`config.mk`:
```
export PLATFORM = sky130hd
export DESIGN_NAME = key_command
export DESIGN_NICKNAME = d
export VERILOG_FILES = /design/src/rtl/key_command_pkg.sv /design/src/rtl/key_debounce.sv /design/src/rtl/key_command.sv
export SDC_FILE = /design/constraint.sdc
export NUM_CORES = 1
export LEC_CHECK = 0
export BUFFER_PORTS_ARGS = -buffer_cell sky130_fd_sc_hd__buf_4
export CORE_UTILIZATION = 50
export DETAILED_ROUTE_END_ITERATION = 6
export PLACE_DENSITY = 0.72
export SKIP_LAST_GASP = 1
export SYNTH_ARGS = -nofsm -noshare
export SYNTH_HDL_FRONTEND = slang
export SYNTH_SLANG_ARGS = --single-unit
```
`constraint.sdc`:
```
create_clock -name Clk -period 3.2 [get_ports Clk]
set_input_delay 0.16 -clock Clk [delete_from_list [all_inputs] [get_ports Clk]]
set_output_delay 0.16 -clock Clk [all_outputs]
set_load 0.005 [all_outputs]
```
`src/rtl/key_command_pkg.sv`:
```
// key_command_pkg -- shared constants and types for the key_command block.
//   KEY_*      : raw USB keycodes recognised in either keycode slot
//   CMD_*      : movement commands presented on key_command.key
//   jump_state_t : jump arbitration FSM states
//   key_present(): true when either 8-bit slot of a keycode word matches
package key_command_pkg;

    localparam logic [7:0] KEY_W = 8'h1A;
    localparam logic [7:0] KEY_A = 8'h04;
    localparam logic [7:0] KEY_D = 8'h07;

    localparam logic [15:0] CMD_UP    = 16'h001A;
    localparam logic [15:0] CMD_LEFT  = 16'h0004;
    localparam logic [15:0] CMD_RIGHT = 16'h0007;
    localparam logic [15:0] CMD_NONE  = 16'h0000;

    // Debounce counter covers 1..15 frames, cooldown counter 1..63 frames.
    localparam int unsigned DB_CNT_W = 4;
    localparam int unsigned CD_CNT_W = 6;

    typedef enum logic [1:0] {
        READY    = 2'd0,
        COOLDOWN = 2'd1,
        HELD     = 2'd2
    } jump_state_t;

    function automatic logic key_present(input logic [15:0] kc, input logic [7:0] code);
        return (kc[15:8] == code) || (kc[7:0] == code);
    endfunction

endpackage

```
`src/rtl/key_debounce.sv`:
```
// key_debounce -- frame-rate debounce for a single key.
//   clk_i      : system clock
//   rst_ni     : asynchronous active-low reset
//   tick_i     : frame tick; counter and accepted state change only here
//   raw_i      : raw presence of the key (from the registered keycode)
//   accepted_o : debounced key state
// The accepted state flips once raw presence has disagreed with it on
// DEBOUNCE_FRAMES consecutive ticks; an agreeing tick restarts the count.
module key_debounce
    import key_command_pkg::*;
#(
    parameter int unsigned DEBOUNCE_FRAMES = 2
) (
    input  logic clk_i,
    input  logic rst_ni,
    input  logic tick_i,
    input  logic raw_i,
    output logic accepted_o
);

    localparam logic [DB_CNT_W-1:0] LIMIT = DB_CNT_W'(DEBOUNCE_FRAMES);

    logic [DB_CNT_W-1:0] cnt_q, cnt_d, cnt_inc;
    logic                acc_q, acc_d;

    assign cnt_inc = cnt_q + DB_CNT_W'(1);

    always_comb begin
        cnt_d = cnt_q;
        acc_d = acc_q;
        if (tick_i) begin
            if (raw_i != acc_q) begin
                if (cnt_inc == LIMIT) begin
                    acc_d = raw_i;
                    cnt_d = '0;
                end else begin
                    cnt_d = cnt_inc;
                end
            end else begin
                cnt_d = '0;
            end
        end
    end

    always_ff @(posedge clk_i or negedge rst_ni) begin
        if (!rst_ni) begin
            cnt_q <= '0;
            acc_q <= 1'b0;
        end else begin
            cnt_q <= cnt_d;
            acc_q <= acc_d;
        end
    end

    assign accepted_o = acc_q;

endmodule

```
`src/rtl/key_command.sv`:
```
// key_command -- turns raw USB keycodes into debounced movement commands
// and rate-limited jump requests for the ball stage.
//   Clk        : system clock
//   Reset      : asynchronous active-low reset
//   frame_tick : one-cycle pulse per video frame
//   keycode    : two raw keycode slots [15:8] and [7:0], 8'h00 = empty
//   key        : resolved command (CMD_UP / CMD_LEFT / CMD_RIGHT / CMD_NONE)
//   jump_req   : one-cycle pulse per accepted jump
//   left_held  : debounced A level
//   right_held : debounced D level
// Build option: define KEY_COMMAND_REPEAT_EN to auto-repeat jumps while W
// stays held; otherwise HELD blocks further jumps until W is released.
module key_command
    import key_command_pkg::*;
#(
    parameter int unsigned DEBOUNCE_FRAMES = 2,
    parameter int unsigned JUMP_COOLDOWN   = 30
) (
    input  logic        Clk,
    input  logic        Reset,
    input  logic        frame_tick,
    input  logic [15:0] keycode,
    output logic [15:0] key,
    output logic        jump_req,
    output logic        left_held,
    output logic        right_held
);

    localparam logic [CD_CNT_W-1:0] COOL_LOAD = CD_CNT_W'(JUMP_COOLDOWN);

    logic [15:0]         keycode_q;
    logic                acc_w, acc_a, acc_d;
    logic                w_prev_q;
    logic                rise_w;
    jump_state_t         state_q, state_d;
    logic [CD_CNT_W-1:0] cool_q, cool_d;
    logic                jump_req_q, jump_req_d;
    logic                window_q, window_d;
    logic [15:0]         key_q, key_d;
    logic                left_q, right_q;

    key_debounce #(.DEBOUNCE_FRAMES(DEBOUNCE_FRAMES)) u_deb_w (
        .clk_i(Clk), .rst_ni(Reset), .tick_i(frame_tick),
        .raw_i(key_present(keycode_q, KEY_W)), .accepted_o(acc_w)
    );
    key_debounce #(.DEBOUNCE_FRAMES(DEBOUNCE_FRAMES)) u_deb_a (
        .clk_i(Clk), .rst_ni(Reset), .tick_i(frame_tick),
        .raw_i(key_present(keycode_q, KEY_A)), .accepted_o(acc_a)
    );
    key_debounce #(.DEBOUNCE_FRAMES(DEBOUNCE_FRAMES)) u_deb_d (
        .clk_i(Clk), .rst_ni(Reset), .tick_i(frame_tick),
        .raw_i(key_present(keycode_q, KEY_D)), .accepted_o(acc_d)
    );

    // Rising edge of accepted W, seen the cycle after the debounce flips.
    assign rise_w = acc_w & ~w_prev_q;

    always_comb begin
        state_d    = state_q;
        cool_d     = cool_q;
        jump_req_d = 1'b0;
        window_d   = window_q;

        // A tick landing in the jump_req cycle itself must not close the window.
        if (frame_tick && !jump_req_q) begin
            window_d = 1'b0;
        end

        case (state_q)
            READY: begin
                if (rise_w) begin
                    state_d    = COOLDOWN;
                    cool_d     = COOL_LOAD;
                    jump_req_d = 1'b1;
                end
            end
            COOLDOWN: begin
                if (frame_tick) begin
                    cool_d = cool_q - CD_CNT_W'(1);
                    if (cool_q <= CD_CNT_W'(1)) begin
                        cool_d = '0;
`ifdef KEY_COMMAND_REPEAT_EN
                        if (acc_w) begin
                            cool_d     = COOL_LOAD;
                            jump_req_d = 1'b1;
                        end else begin
                            state_d = READY;
                        end
`else
                        state_d = acc_w ? HELD : READY;
`endif
                    end
                end
            end
            HELD: begin
                if (!acc_w) begin
                    state_d = READY;
                end
            end
            default: begin
                state_d = READY;
                cool_d  = '0;
            end
        endcase

        if (jump_req_d) begin
            window_d = 1'b1;
        end

        key_d = CMD_NONE;
        if (window_q) begin
            key_d = CMD_UP;
        end else if (acc_a ^ acc_d) begin
            key_d = acc_a ? CMD_LEFT : CMD_RIGHT;
        end
    end

    always_ff @(posedge Clk or negedge Reset) begin
        if (!Reset) begin
            keycode_q  <= '0;
            w_prev_q   <= 1'b0;
            state_q    <= READY;
            cool_q     <= '0;
            jump_req_q <= 1'b0;
            window_q   <= 1'b0;
            key_q      <= CMD_NONE;
            left_q     <= 1'b0;
            right_q    <= 1'b0;
        end else begin
            keycode_q  <= keycode;
            w_prev_q   <= acc_w;
            state_q    <= state_d;
            cool_q     <= cool_d;
            jump_req_q <= jump_req_d;
            window_q   <= window_d;
            key_q      <= key_d;
            left_q     <= acc_a;
            right_q    <= acc_d;
        end
    end

    assign key        = key_q;
    assign jump_req   = jump_req_q;
    assign left_held  = left_q;
    assign right_held = right_q;

endmodule
```
==> results of run 1 <==
## stage by stage
stage | util (%) | hold slack [ns] | total power, mW | cells
floorplan | - | -0.136 | 1.13 | 228
global placement | 56.7 | 0.208 | 1.26 | 288
detailed placement | 56.7 | 0.208 | 1.27 | 288
CTS | 63.4 | 0.308 | 1.74 | 313
global route | 63.4 | 0.336 | 1.85 | 313
finish | 63.4 | 0.312 | 1.72 | 313
## cell families (layout without fill, tap and decap cells)
logic type / after synthesis / in the layout / synth area share (%)
flops: 48 / 48 / 52.2
simple gates: 75 / 75 / 19.5
xor+xnor: 5 / 5 / 1.90
other cells: 1 / 11 / 0.163
mux: 1 / 1 / 0.489
fa+ha+maj: 9 / 9 / 4.89
compound gates: 45 / 45 / 13.4
buf+inv: 34 / 67 / 7.50
## worst min path at each step
stage | start | end | slack [ns]
final | frame_tick | u_deb_w.cnt_q[1]$_DFFE_PN0P_ | 0.31
after global routing | frame_tick | u_deb_w.cnt_q[1]$_DFFE_PN0P_ | 0.34
after CTS | frame_tick | u_deb_a.cnt_q[1]$_DFFE_PN0P_ | 0.31
after detailed placement | Reset | key[3]$_DFF_PN0_ | 0.21
after global placement | Reset | jump_req$_DFF_PN0_ | 0.21
after floorplan | Reset | cool_q[0]$_DFFE_PN0P_ | -0.14
## power by group through the flow
stage / clock network [mW] / logic, mW / registers [mW]
after global routing: 0.489 / 0.501 / 0.860
after CTS: 0.463 / 0.444 / 0.834
after floorplan: 0 / 0.311 / 0.818
after detailed placement: 0 / 0.427 / 0.845
final: 0.451 / 0.438 / 0.833
after global placement: 0 / 0.412 / 0.843
## state kept, by name (all words and copies together) (netlist names), 2 cells and up
name and flops:
keycode_q 16, cool_q 6, state_q 2, u_deb_d.cnt_q 4
u_deb_a.cnt_q 4, u_deb_w.cnt_q 4, key 4
## routing by layer
| metal | up-vias | GRT usage [%] | share of wire (%) | routed length [um] |
|---|---|---|---|---|
| met5 | - | 0 | 0 | 0 |
| met4 | 0 | 8.67 | 2.6 | 102 |
| met3 | 10 | 4.04 | 3.5 | 139 |
| met2 | 44 | 30.0 | 49 | 1930 |
| met1 | 830 | 21.5 | 45 | 1770 |
| li1 | 839 | - | - | - |
## area by class of cell
type                            count  area share (%)
Multi-Input combinational cell    146            34.8
Inverter                           16            2.16
Clock buffer                        6            2.97
Tap cell                           52            2.34
Timing Repair Buffer               43            13.1
Sequential cell                    48            43.2
Clock inverter                      2            1.40
## Yosys cell counts (all sizes together), types with 5 or more instances
master | count | area share (%)
xnor2 | 5 | 1.9
ha | 9 | 4.9
nor3b | 5 | 1.6
clkbuf | 6 | 0.98
inv | 16 | 2.6
o21a | 5 | 1.6
nor3 | 5 | 1.1
nor2 | 9 | 1.5
dfrtp | 48 | 52
nand2 | 13 | 2.1
nand3 | 9 | 2.2
buf | 12 | 3.9
nand2b | 7 | 1.9
a21oi | 8 | 1.7
o22ai | 12 | 3.3
or3b | 6 | 2.3
## critical path, delay by kind of cell (launching register included)
kind | cells | cell delay (ns)
and+or+nand+nor | 4 | 1.44
AOI/OAI and AO/OA | 1 | 0.10
DFF | 1 | 0.38
==> impl_results.md, run 1 <==
* Status: finished, final reports clean
* Most frequent cells in the layout: 48 x dfrtp_1, 26 x buf_4, 17 x dlygate4sd3_1, 16 x inv_1, 13 x nand2_1
* Crit. End Element: register
* End of the worst register-to-register path: u_deb_d.cnt_q[2]$_DFFE_PN0P_
* Crit-path cells: or4_4 > or3_4 > nand3_2 > or4b_1 > o311ai_1
* PostCTS Resize Cnt at 0
* CTS tree: yes
* Final-report setup violation count at 0
* Worst hold path depth at 2
* Largest net degree at the start of global routing at 49
* Multi-input logic area at 966 um2
* Nets@finish at 288
* I/O Buffers at 26
* Slew Viols, Final at 0
* Die area at 4880 um2
* DP Worst Slack at 1.18 ns
* Nature of the critical path startpoint: register
* Worst Path Required at 3.39 ns
* Sw Pwr at 0.508 mW
* Setup Fix Bufs, Post-CTS at 0
* Mapped Cells at 218
* Floorplan row count at 24
* EDFF count, synth at 0
* LEAKAGE at 1.26 nW
* Final hold vios at 0
* Sequential share of power at 48.4%
* Placer Congestion at 0.753
* I/O pin count at 38
* Die height at 69.9 um
* Worst skew pair latency at 0.30 ns
* Reg clk slew, reported paths at 0.09 ns
* Placed Area at 2490 um2
* Clock share of power at 26.2%
* Initial DRC Count at 68
* Cts bufs inserted at 5
* Max IR drop VDD at 0.478 mV
* Final WL at 3940 um
* Vias in the first global route at 1605
* Placed wire-length estimate at 2620 um
* Worst Clk Skew at 0.00494 ns
* Core Area at 4380 um2
* Final WS setup at 1.18 ns
* Remaining DRCs at 0
* Final antenna-violating net count at 0
* Min Clock Period, post-route at 2.02 ns
* Final TNS setup at 0 ns
* Distinct cells, synth at 44
* Cell Area, Synth at 2300 um2
* Sequential fraction of the synthesis area at 52.2%
* Routed len/inst at 12.6 um
* Top FF cell, synth: dfrtp_1
* RSZ-0062 raised after global routing: false
* Reg2Reg Depth at 5
* First-pass GRT wire length at 6890 um
* Synth Area per Inst at 10.6 um2
* Share of post-route cells with drive strength above 1 at 18.0%
* Maximum clock path buffer count at 2
* F_max at 495 MHz
* Fill count at 359
* Synth warn at 0
* Worst endpoint data arrival time at 2.22 ns
* Internal power at 1.21 mW
* Area grow syn2layout at 20.7%
* Initial antenna violation count at 0
* FF+latch count, synth at 48
* Max-cap viol count at 0
* Clk sinks at 48
* Most common cell after layout, fill and taps aside: dfrtp_1
* Sw Share at 29.5%
* Vias at 1723
* Fraction of registers with async set/reset at 100%
* Root buf cell: clkbuf_8
* Total gr overflow at 0
* Crit-path max cell delay at 0.53 ns
* Die width at 69.9 um
* Setup crit end: u_deb_d.cnt_q[2]$_DFFE_PN0P_
* Gate power share at 25.5%
* Crit Reg-Reg Startpoint: keycode_q[11]$_DFF_PN0_
* Initial cell density of the core at 52.5%
* Fin area at 2780 um2
* Diode count at 0
* CP Class: reg -> reg
* Cell Pwr Density at 620 nW/um2
* Critical path launch point: keycode_q[11]$_DFF_PN0_
* DR pass1 iterations at 4
* Slew HR at 60.8%
* CP max-delay cell: or4_4
* Vias per cell at 5.50
* Hold_buf cts at 17
* Total GRT Usage at 17.8%
* Register area at 1200 um2
* Final worst-path cycle share at 63.2%
* Critical path fanouts, max at 3
* R2R Setup Slk at 1.18 ns
* Worst-Margin Slew at 0.587 ns
* Hold Path Class: in -> reg
* Htree depth at 2
No activity file was read; power rests on OpenSTA's default activity.
==> run 2, diff against run 1 <==
- clock period: 3.2 -> 2.1 ns (I/O delays scaled with it)
==> impl_results.md, run 2 (synthesis gave the netlist of run 1 again) <==
* Worst Path Required at 2.31 ns (-1.08 ns)
* Worst skew pair latency at 0.29 ns (about the same)
* Final-report setup violation count at 0 (unchanged)
* Final antenna-violating net count at 0 (unchanged)
* Status: finished, final reports clean
* CP Class: reg -> reg
* Most frequent cells in the layout: 48 x dfrtp_1, 27 x buf_4, 17 x dlygate4sd3_1, 16 x inv_1, 13 x nand2_1
* Largest net degree at the start of global routing at 49 (unchanged)
* DR pass1 iterations at 4 (unchanged)
* Die width at 69.9 um (unchanged)
* Vias at 1669 (-3.1%)
* Initial cell density of the core at 52.5% (unchanged)
* Cts bufs inserted at 5 (unchanged)
* Final hold vios at 0 (unchanged)
* DP Worst Slack at 0.0988 ns (-1.08 ns)
* First-pass GRT wire length at 6790 um (-1.4%)
* Clk sinks at 48 (unchanged)
* Slew Viols, Final at 0 (unchanged)
* Nature of the critical path startpoint: register
* Min Clock Period, post-route at 2.03 ns (+0.00999 ns)
* Core Area at 4380 um2 (unchanged)
* Die area at 4880 um2 (unchanged)
* Final worst-path cycle share at 96.8% (+34 points)
* Slew HR at 61.8% (+0.91 points)
* Final TNS setup at 0 ns (unchanged)
* Cell Pwr Density at 907 nW/um2 (+46%)
* Placed Area at 2490 um2 (+0.30%)
* Top Registers: keycode_q (16), cool_q (6)
* Crit Reg-Reg Startpoint: keycode_q[11]$_DFF_PN0_
* Final WS setup at 0.0678 ns (-1.11 ns)
* Max IR drop VDD at 0.404 mV (-15%)
* Hold Path Class: in -> reg
* Crit-path cells: or4_4 > or3_4 > nand3_2 > or4b_4 > o311ai_2
* Area grow syn2layout at 20.5%
* Critical path launch point: keycode_q[11]$_DFF_PN0_
* Initial DRC Count at 74 (+8.8%)
* Placer Congestion at 0.753 (about the same)
* Die height at 69.9 um (unchanged)
* Placed wire-length estimate at 2500 um (-4.5%)
* Worst-Margin Slew at 0.574 ns (-0.0136 ns)
* Worst Path Buf+Inv at 0 (unchanged)
* Htree depth at 2 (unchanged)
* Crit-path max cell delay at 0.54 ns (about the same)
* Root buf cell: clkbuf_8
* Most common cell after layout, fill and taps aside: dfrtp_1
* Floorplan row count at 24 (unchanged)
* CTS tree: yes
* Family with the most delay on the worst path: simple AND/OR/NAND/NOR gates
* Vias in the first global route at 1518 (-5.4%)
* Fin area at 2770 um2 (-0.18%)
* Setup Fix Bufs, Post-CTS at 0 (unchanged)
* Max-cap viol count at 0 (unchanged)
* Share of post-route cells with drive strength above 1 at 19.1% (+1.1 points)
* Remaining DRCs at 0 (unchanged)
* Hold_sp: frame_tick
* Total gr overflow at 0 (unchanged)
* Vias per cell at 5.32 (-3.4%)
* Worst endpoint data arrival time at 2.24 ns (+0.02 ns)
* Initial antenna violation count at 0 (unchanged)
* Total GRT Usage at 17.4% (-0.38 points)
* F_max at 492 MHz (-0.49%)
* Critical path fanouts, max at 3 (unchanged)
* Crit. End Element: register
* I/O pin count at 38 (unchanged)
* Nets@finish at 289 (+0.35%)
* Routed len/inst at 12.3 um (-1.9%)
* I/O Buffers at 26 (unchanged)
* Final WL at 3880 um (-1.6%)
* Max reg flops at 16 (unchanged)
* Reg clk slew, reported paths at 0.09 ns (about the same)
* Maximum clock path buffer count at 2 (unchanged)
* Worst Clk Skew at 0.00808 ns (+0.00315 ns)
* Biggest register: keycode_q
* Diode count at 0 (unchanged)
* CP max-delay cell: or4_4
* LEAKAGE at 1.25 nW (-0.66%)
-- run 2: cell types whose count changed in the layout (fill, tap and decap cells not counted), sizes merged --
cell      previous run  this run
clkinvlp             0         2
buf                 26        27
bufinv               1         0
clkinv               1         0
-- run 2: final timing paths --
kind                                                end  slack (ns)  cells past startpoint
max                        u_deb_d.cnt_q[2]$_DFFE_PN0P_        0.07                      5
min                        u_deb_w.cnt_q[3]$_DFFE_PN0P_        0.26                      2
max reg2reg                u_deb_d.cnt_q[2]$_DFFE_PN0P_        0.07                      5
min reg2reg                         left_held$_DFF_PN0_        0.44                      0
max in group asynchronous       keycode_q[14]$_DFF_PN0_        1.36                      2
min in group asynchronous            jump_req$_DFF_PN0_        0.34                      2
-- run 2: area by class of cell --
type / count / area (um2)
Inverter: 16 / 60.1
Clock inverter: 2 / 15.0
Clock buffer: 6 / 82.6
Sequential cell: 48 / 1200
Multi-Input combinational cell: 146 / 977
Tap cell: 52 / 65.1
Fill cell: 362 / 1610
Timing Repair Buffer: 44 / 373
-- run 2: layer usage --
layer | wire, um | share of wire (%) | global-route usage (%) | vias up
met1 | 1870 | 48 | 23.6 | 787
met2 | 1840 | 47 | 28.2 | 44
met4 | 25 | 0.64 | 5.11 | 0
met5 | 0 | 0 | 0 | -
li1 | - | - | - | 836
met3 | 139 | 3.6 | 3.90 | 2
-- run 2: what timing repair did --
action	in CTS	in global routing
gates resized for setup	0	2
endpoints found under the hold margin	64	0
endpoints found under the setup margin	0	1
hold buffers	17	0
-- run 2: stage by stage --
step | cells | power [mW] | hold slack, ns | utilization (%)
after CTS | 314 | 2.53 | 0.256 | 63.0
final | 314 | 2.52 | 0.264 | 63.3
after detailed placement | 289 | 1.93 | 0.148 | 56.9
after global placement | 289 | 1.91 | 0.150 | 56.9
after floorplan | 228 | 1.72 | -0.191 | -
after global routing | 314 | 2.71 | 0.275 | 63.3
-- run 2: power breakdown --
group          total, mW  internal (mW)  leakage (nW)  switching (mW)
combinational      0.678          0.365         0.609           0.313
clock              0.564          0.267        0.0434           0.297
sequential          1.27           1.10         0.596           0.175
total               2.52           1.73          1.25           0.786
